<file path="config.mk">
export PLATFORM = sky130hd
export DESIGN_NAME = iterative_comparator_flat
export DESIGN_NICKNAME = d
export VERILOG_FILES = /design/src/rtl/iterative_comparator_if.sv /design/src/rtl/iterative_comparator.sv /design/src/flat_wrapper.sv
export SDC_FILE = /design/constraint.sdc
export NUM_CORES = 1
export LEC_CHECK = 0
export CAP_MARGIN = 10
export CELL_PAD_IN_SITES_DETAIL_PLACEMENT = 1
export CELL_PAD_IN_SITES_GLOBAL_PLACEMENT = 1
export CORE_AREA = 3 3 97 99
export CTS_CLUSTER_SIZE = 8
export DETAILED_ROUTE_END_ITERATION = 12
export DIE_AREA = 0 0 100 102
export PLACE_DENSITY = 0.87
export SYNTH_ARGS = -nofsm -noshare
export SYNTH_HDL_FRONTEND = slang
export SYNTH_SLANG_ARGS = --single-unit
</file>
<file path="constraint.sdc">
create_clock -name clk -period 3.4 [get_ports clk]
set_clock_uncertainty 0.1 [all_clocks]
set_input_delay 1.02 -clock clk [delete_from_list [all_inputs] [get_ports clk]]
set_output_delay 1.02 -clock clk [all_outputs]
set_load 0.05 [all_outputs]
</file>
<file path="src/rtl/iterative_comparator_if.sv">
// Request/result bundle for the iterative comparator. The request side
// carries valid/ready, both operands and the signedness flag. The result side
// carries valid/ready and the eq/lt flags.
interface iterative_comparator_if #(
    parameter int N = 32
);
    logic         i_valid;
    logic         i_ready;
    logic [N-1:0] a;
    logic [N-1:0] b;
    logic         is_signed;
    logic         o_valid;
    logic         o_ready;
    logic         eq;
    logic         lt;

    modport master (
        output i_valid, a, b, is_signed, o_ready,
        input  i_ready, o_valid, eq, lt
    );

    modport slave (
        input  i_valid, a, b, is_signed, o_ready,
        output i_ready, o_valid, eq, lt
    );
endinterface

</file>
<file path="src/rtl/iterative_comparator.sv">
// Sequential magnitude/equality comparator. It walks the operands CHUNK bits
// per cycle, starting from the MSB chunk, and stops at the first chunk that
// differs. For signed compares, the sign bit of the top chunk is flipped on
// both operands, so a plain unsigned compare orders two's-complement values.
// N must be a multiple of CHUNK.
//
//   state     | meaning
//   ----------+-----------------------------------------------------------
//   S_IDLE    | ready for a request; captures the operands on handshake
//   S_COMPARE | compares one chunk per cycle, from the MSB chunk down
//   S_DONE    | result valid; eq/lt held until o_ready
module iterative_comparator #(
    parameter int N     = 32,
    parameter int CHUNK = 8
) (
    input logic                   clk,
    input logic                   rst_n,
    iterative_comparator_if.slave bus
);
    localparam int NCHUNK = N / CHUNK;
    localparam int IW     = (NCHUNK > 1) ? $clog2(NCHUNK) : 1;

    typedef enum logic [1:0] {
        S_IDLE    = 2'd0,
        S_COMPARE = 2'd1,
        S_DONE    = 2'd2
    } state_t;

    state_t          state_q, state_d;
    logic [IW-1:0]   idx_q, idx_d;
    logic [N-1:0]    a_q, a_d;
    logic [N-1:0]    b_q, b_d;
    logic            signed_q, signed_d;
    logic            eq_q, eq_d;
    logic            lt_q, lt_d;
    logic [CHUNK-1:0] ca, cb;

    // Select the current chunk, and apply the sign bias on the top chunk.
    always_comb begin
        ca = '0;
        cb = '0;
        for (int i = 0; i < NCHUNK; i++) begin
            if (idx_q == IW'(i)) begin
                ca = a_q[i*CHUNK +: CHUNK];
                cb = b_q[i*CHUNK +: CHUNK];
            end
        end
        if (signed_q && (idx_q == IW'(NCHUNK - 1))) begin
            ca[CHUNK-1] = ~ca[CHUNK-1];
            cb[CHUNK-1] = ~cb[CHUNK-1];
        end
    end

    // Next-state logic for the FSM, the operand capture and the result flags.
    always_comb begin
        state_d  = state_q;
        idx_d    = idx_q;
        a_d      = a_q;
        b_d      = b_q;
        signed_d = signed_q;
        eq_d     = eq_q;
        lt_d     = lt_q;
        case (state_q)
            S_IDLE: begin
                if (bus.i_valid) begin
                    a_d      = bus.a;
                    b_d      = bus.b;
                    signed_d = bus.is_signed;
                    idx_d    = IW'(NCHUNK - 1);
                    state_d  = S_COMPARE;
                end
            end
            S_COMPARE: begin
                if (ca != cb) begin
                    eq_d    = 1'b0;
                    lt_d    = (ca < cb);
                    state_d = S_DONE;
                end else if (idx_q == '0) begin
                    eq_d    = 1'b1;
                    lt_d    = 1'b0;
                    state_d = S_DONE;
                end else begin
                    idx_d = idx_q - IW'(1);
                end
            end
            S_DONE: begin
                if (bus.o_ready) begin
                    state_d = S_IDLE;
                end
            end
            default: state_d = S_IDLE;
        endcase
    end

    // State and datapath registers; reset also clears the captured operands.
    always_ff @(posedge clk or negedge rst_n) begin
        if (!rst_n) begin
            state_q  <= S_IDLE;
            idx_q    <= IW'(NCHUNK - 1);
            a_q      <= '0;
            b_q      <= '0;
            signed_q <= 1'b0;
            eq_q     <= 1'b0;
            lt_q     <= 1'b0;
        end else begin
            state_q  <= state_d;
            idx_q    <= idx_d;
            a_q      <= a_d;
            b_q      <= b_d;
            signed_q <= signed_d;
            eq_q     <= eq_d;
            lt_q     <= lt_d;
        end
    end

    // Handshake flags are decoded from the registered state only.
    assign bus.i_ready = (state_q == S_IDLE);
    assign bus.o_valid = (state_q == S_DONE);
    assign bus.eq      = eq_q;
    assign bus.lt      = lt_q;
endmodule

</file>
<file path="src/flat_wrapper.sv">
// flat-port wrapper written by rule: the top's interface ports become plain ports
module iterative_comparator_flat 
#(
    parameter int N     = 32,
    parameter int CHUNK = 8
)
  (clk, rst_n, bus_i_valid, bus_a, bus_b, bus_is_signed, bus_o_ready, bus_i_ready, bus_o_valid, bus_eq, bus_lt);
  iterative_comparator_if #(.N(N)) bus_i ();
  input logic clk;
  input logic rst_n;
  input wire logic [$bits(bus_i.i_valid)-1:0] bus_i_valid;
  input wire logic [$bits(bus_i.a)-1:0] bus_a;
  input wire logic [$bits(bus_i.b)-1:0] bus_b;
  input wire logic [$bits(bus_i.is_signed)-1:0] bus_is_signed;
  input wire logic [$bits(bus_i.o_ready)-1:0] bus_o_ready;
  output wire logic [$bits(bus_i.i_ready)-1:0] bus_i_ready;
  output wire logic [$bits(bus_i.o_valid)-1:0] bus_o_valid;
  output wire logic [$bits(bus_i.eq)-1:0] bus_eq;
  output wire logic [$bits(bus_i.lt)-1:0] bus_lt;
  assign bus_i.i_valid = bus_i_valid;
  assign bus_i.a = bus_a;
  assign bus_i.b = bus_b;
  assign bus_i.is_signed = bus_is_signed;
  assign bus_i.o_ready = bus_o_ready;
  assign bus_i_ready = bus_i.i_ready;
  assign bus_o_valid = bus_i.o_valid;
  assign bus_eq = bus_i.eq;
  assign bus_lt = bus_i.lt;
  iterative_comparator #(.N(N), .CHUNK(CHUNK)) u_core (.clk(clk), .rst_n(rst_n), .bus(bus_i));
endmodule
</file>
==> impl_results.md <==
- Fillers: 882
- Placed cell area: 4320 µm²
- Finished Cell Area: 4510 µm²
- Mapped Avg Cell Area: 13.2 µm²
- Vias in the first global route: 2,730
- EDFF count, synth: 0
- CTS Buf Count: 9
- Clock-pin slew on the worst setup and hold paths: 80 ps
- H-tree levels: 3
- Tcrit/Tclk final: 0.929
- RSZ-0062 raised after global routing: no
- CTS sink count: 71
- CP endpoint kind: flop
- Die Y: 102 µm
- Worst skew pair latency: 340 ps
- Setup violators final: 0
- Pins Over Slew Limit: 0
- Setup crit start: u_core.idx_q[1]
- Synth warn: 0
- Setup_tns: 0 ps
- Die area: 10,200 µm²
- IO buf count: 72
- R2R setup slack: 240 ps
- DR pass1 iterations: 5
- Critical path data arrival time: 3340 ps
- Slew headroom: 0.500
- Async SR Flop Fraction: 1.00
- Initial drt markers: 63
- CTS tree: built
- Final #Nets: 423
- Most common cell after layout, fill and taps aside: clkdlybuf4s50_1
- Mapped Area: 3480 µm²
- Gp weighted congestion: 0.847
- Share of cells above drive strength 1: 0.291
- Cell variety after synth: 36
- DR vias/cell: 5.33
- Synth Instances: 264
- Io pins: 73
- Final wirelength: 8610 µm
- Measured slew at the worst slew-check pin: 750 ps
- Crit Path Max Fanout: 17
- P per Cell Area: 770 nW/µm²
- Seq cells post-synth: 71
- Drc violations: 0
- N_diodes: 0
- # rows: 34
- Hold path start: u_core.a_q[30]
- Nets in the synthesized netlist: 345
- Status: finished, final reports clean
- Via count: 2,423
- Largest net degree at the start of global routing: 42
- Sequential Area: 1780 µm²
- Critical register-to-register path endpoint: u_core.idx_q[1]
- Congestion Overflow GR: 0
- Startpoint Class: flop
- Main flop type after synthesis: dfrtp_1
- Most frequent cells in the layout: clkdlybuf4s50_1 (71), dfrtp_1 (69), mux2_2 (48)
- Min Tclk post-route: 3160 ps
- Antenna violations before repair: 0
- CP Class: reg -> reg
- LEAKAGE: 1.88 nW
- Root Buffer: clkbuf_8
- First-pass GRT wire length: 13,800 µm
- FF-to-FF Start: u_core.idx_q[1]
- Fmax: 317 MHz
- Peak supply drop: 0.333 mV
- R2R cell count: 11
- HP Class: reg -> reg
- Post-synthesis sequential area ratio: 0.511
- Worst setup path endpoint: u_core.idx_q[1]
- Critical Path RT: 3580 ps
- Initial Util: 0.403
- GR Util All Layers: 0.178
- Multi-input combinational cell area: 1580 µm²
- DRT antenna net count: 0
- Count of final hold-check violations: 0
- Hpwl dp: 6540 µm
- Die width: 100 µm
- Placeable Area: 8640 µm²
- Area delta synth->final: 29.5%
- DR WL/cell: 18.9 µm
- Number of max-cap violations: 0
- Max Buffers Root-to-Sink: 2
-- per-layer routing --
| layer | share of wire | GRT usage | up-vias |
|---|---|---|---|
| li1 | - | - | 1113 |
| met1 | 0.42 | 0.216 | 1216 |
| met2 | 0.50 | 0.305 | 76 |
| met3 | 0.052 | 0.0546 | 18 |
| met4 | 0.023 | 0.0591 | 0 |
| met5 | 0 | 0 | - |
-- final cells by class --
| type | instances | area share |
|---|---|---|
| Clock inverter | 5 | 0.00750 |
| Tap cell | 108 | 0.0300 |
| Clock buffer | 11 | 0.0314 |
| Multi-Input combinational cell | 173 | 0.350 |
| Sequential cell | 71 | 0.395 |
| Timing Repair Buffer | 84 | 0.184 |
| Inverter | 3 | 0.00250 |
-- metrics by stage --
| step | utilization | power, mW | instances | hold WS, ps | setup slack, ps |
|---|---|---|---|---|---|
| 5_1_grt | 0.522 | 3.72 | 455 | 437 | 1.38 |
| 2_1_floorplan | - | 2.46 | 264 | 371 | 481 |
| 4_1_cts | 0.520 | 3.51 | 454 | 413 | 76.2 |
| 3_5_place_dp | 0.500 | 2.89 | 438 | 396 | 94.8 |
| 6_report | 0.522 | 3.47 | 455 | 411 | 241 |
| 3_3_place_gp | 0.500 | 2.79 | 438 | 387 | 252 |
-- critical path, cell delays in order (launching register included) --
cell	delay, ps
dfstp_2	570
inv_1	70
ha_1	220
buf_4	210
a221o_1	320
a21oi_1	190
a21oi_1	80
ha_1	320
nand4_1	130
or2_2	380
nor3b_4	280
mux2i_1	220
-- worst min-delay path by stage --
stage,to,cells past startpoint
after floorplan,u_core.a_q[23],1
after global placement,u_core.a_q[0],1
after detailed placement,u_core.a_q[0],1
after CTS,u_core.a_q[0],1
after global routing,u_core.a_q[30],1
final,u_core.a_q[30],1
-- registers in the layout (all words and copies together) (netlist names) --
name             count
u_core.b_q          32
u_core.state_q       2
u_core.a_q          32
u_core.idx_q         2
u_core.bus.lt        1
u_core.signed_q      1
u_core.bus.eq        1
-- kinds of logic after synthesis --
family,Yosys count,synth area share
DFF,71,0.511
muxes,68,0.237
and+or+nand+nor,47,0.0773
AOI/OAI and AO/OA,44,0.0877
buffers and inverters,20,0.0381
adders and majority gates,12,0.0431
xor gates and xnor gates,2,0.00504
-- synth_stat cells, drive strengths merged, types with 2 or more instances --
master   n  share of area
dfrtp   69           0.50
mux2    65           0.23
nor2b   15          0.028
a21oi   13          0.019
a221oi  13          0.033
ha      12          0.043
nand2   12          0.013
buf     11          0.028
o31ai    8          0.017
clkbuf   6         0.0065
nor3     6         0.0086
o21ai    5         0.0072
nor2     4         0.0043
inv      3         0.0032
mux2i    3         0.0086
dfstp    2          0.015
nand4    2         0.0036
or2      2         0.0036
xnor2    2         0.0050
-- power breakdown --
group | switching, mW | internal (mW) | total (mW)
logic | 0.563 | 0.762 | 1.33
clock network | 0.320 | 0.283 | 0.604
registers | 0.279 | 1.26 | 1.54
-- repair_timing --
| item | 4_1_cts | 5_1_grt |
|---|---|---|
| setup buffers | 0 | 1 |
| hold buffers | 0 | 0 |
| endpoints found under the setup margin | 0 | 4 |
| resized for setup | 0 | 2 |
(Power assumes the default switching activity.)
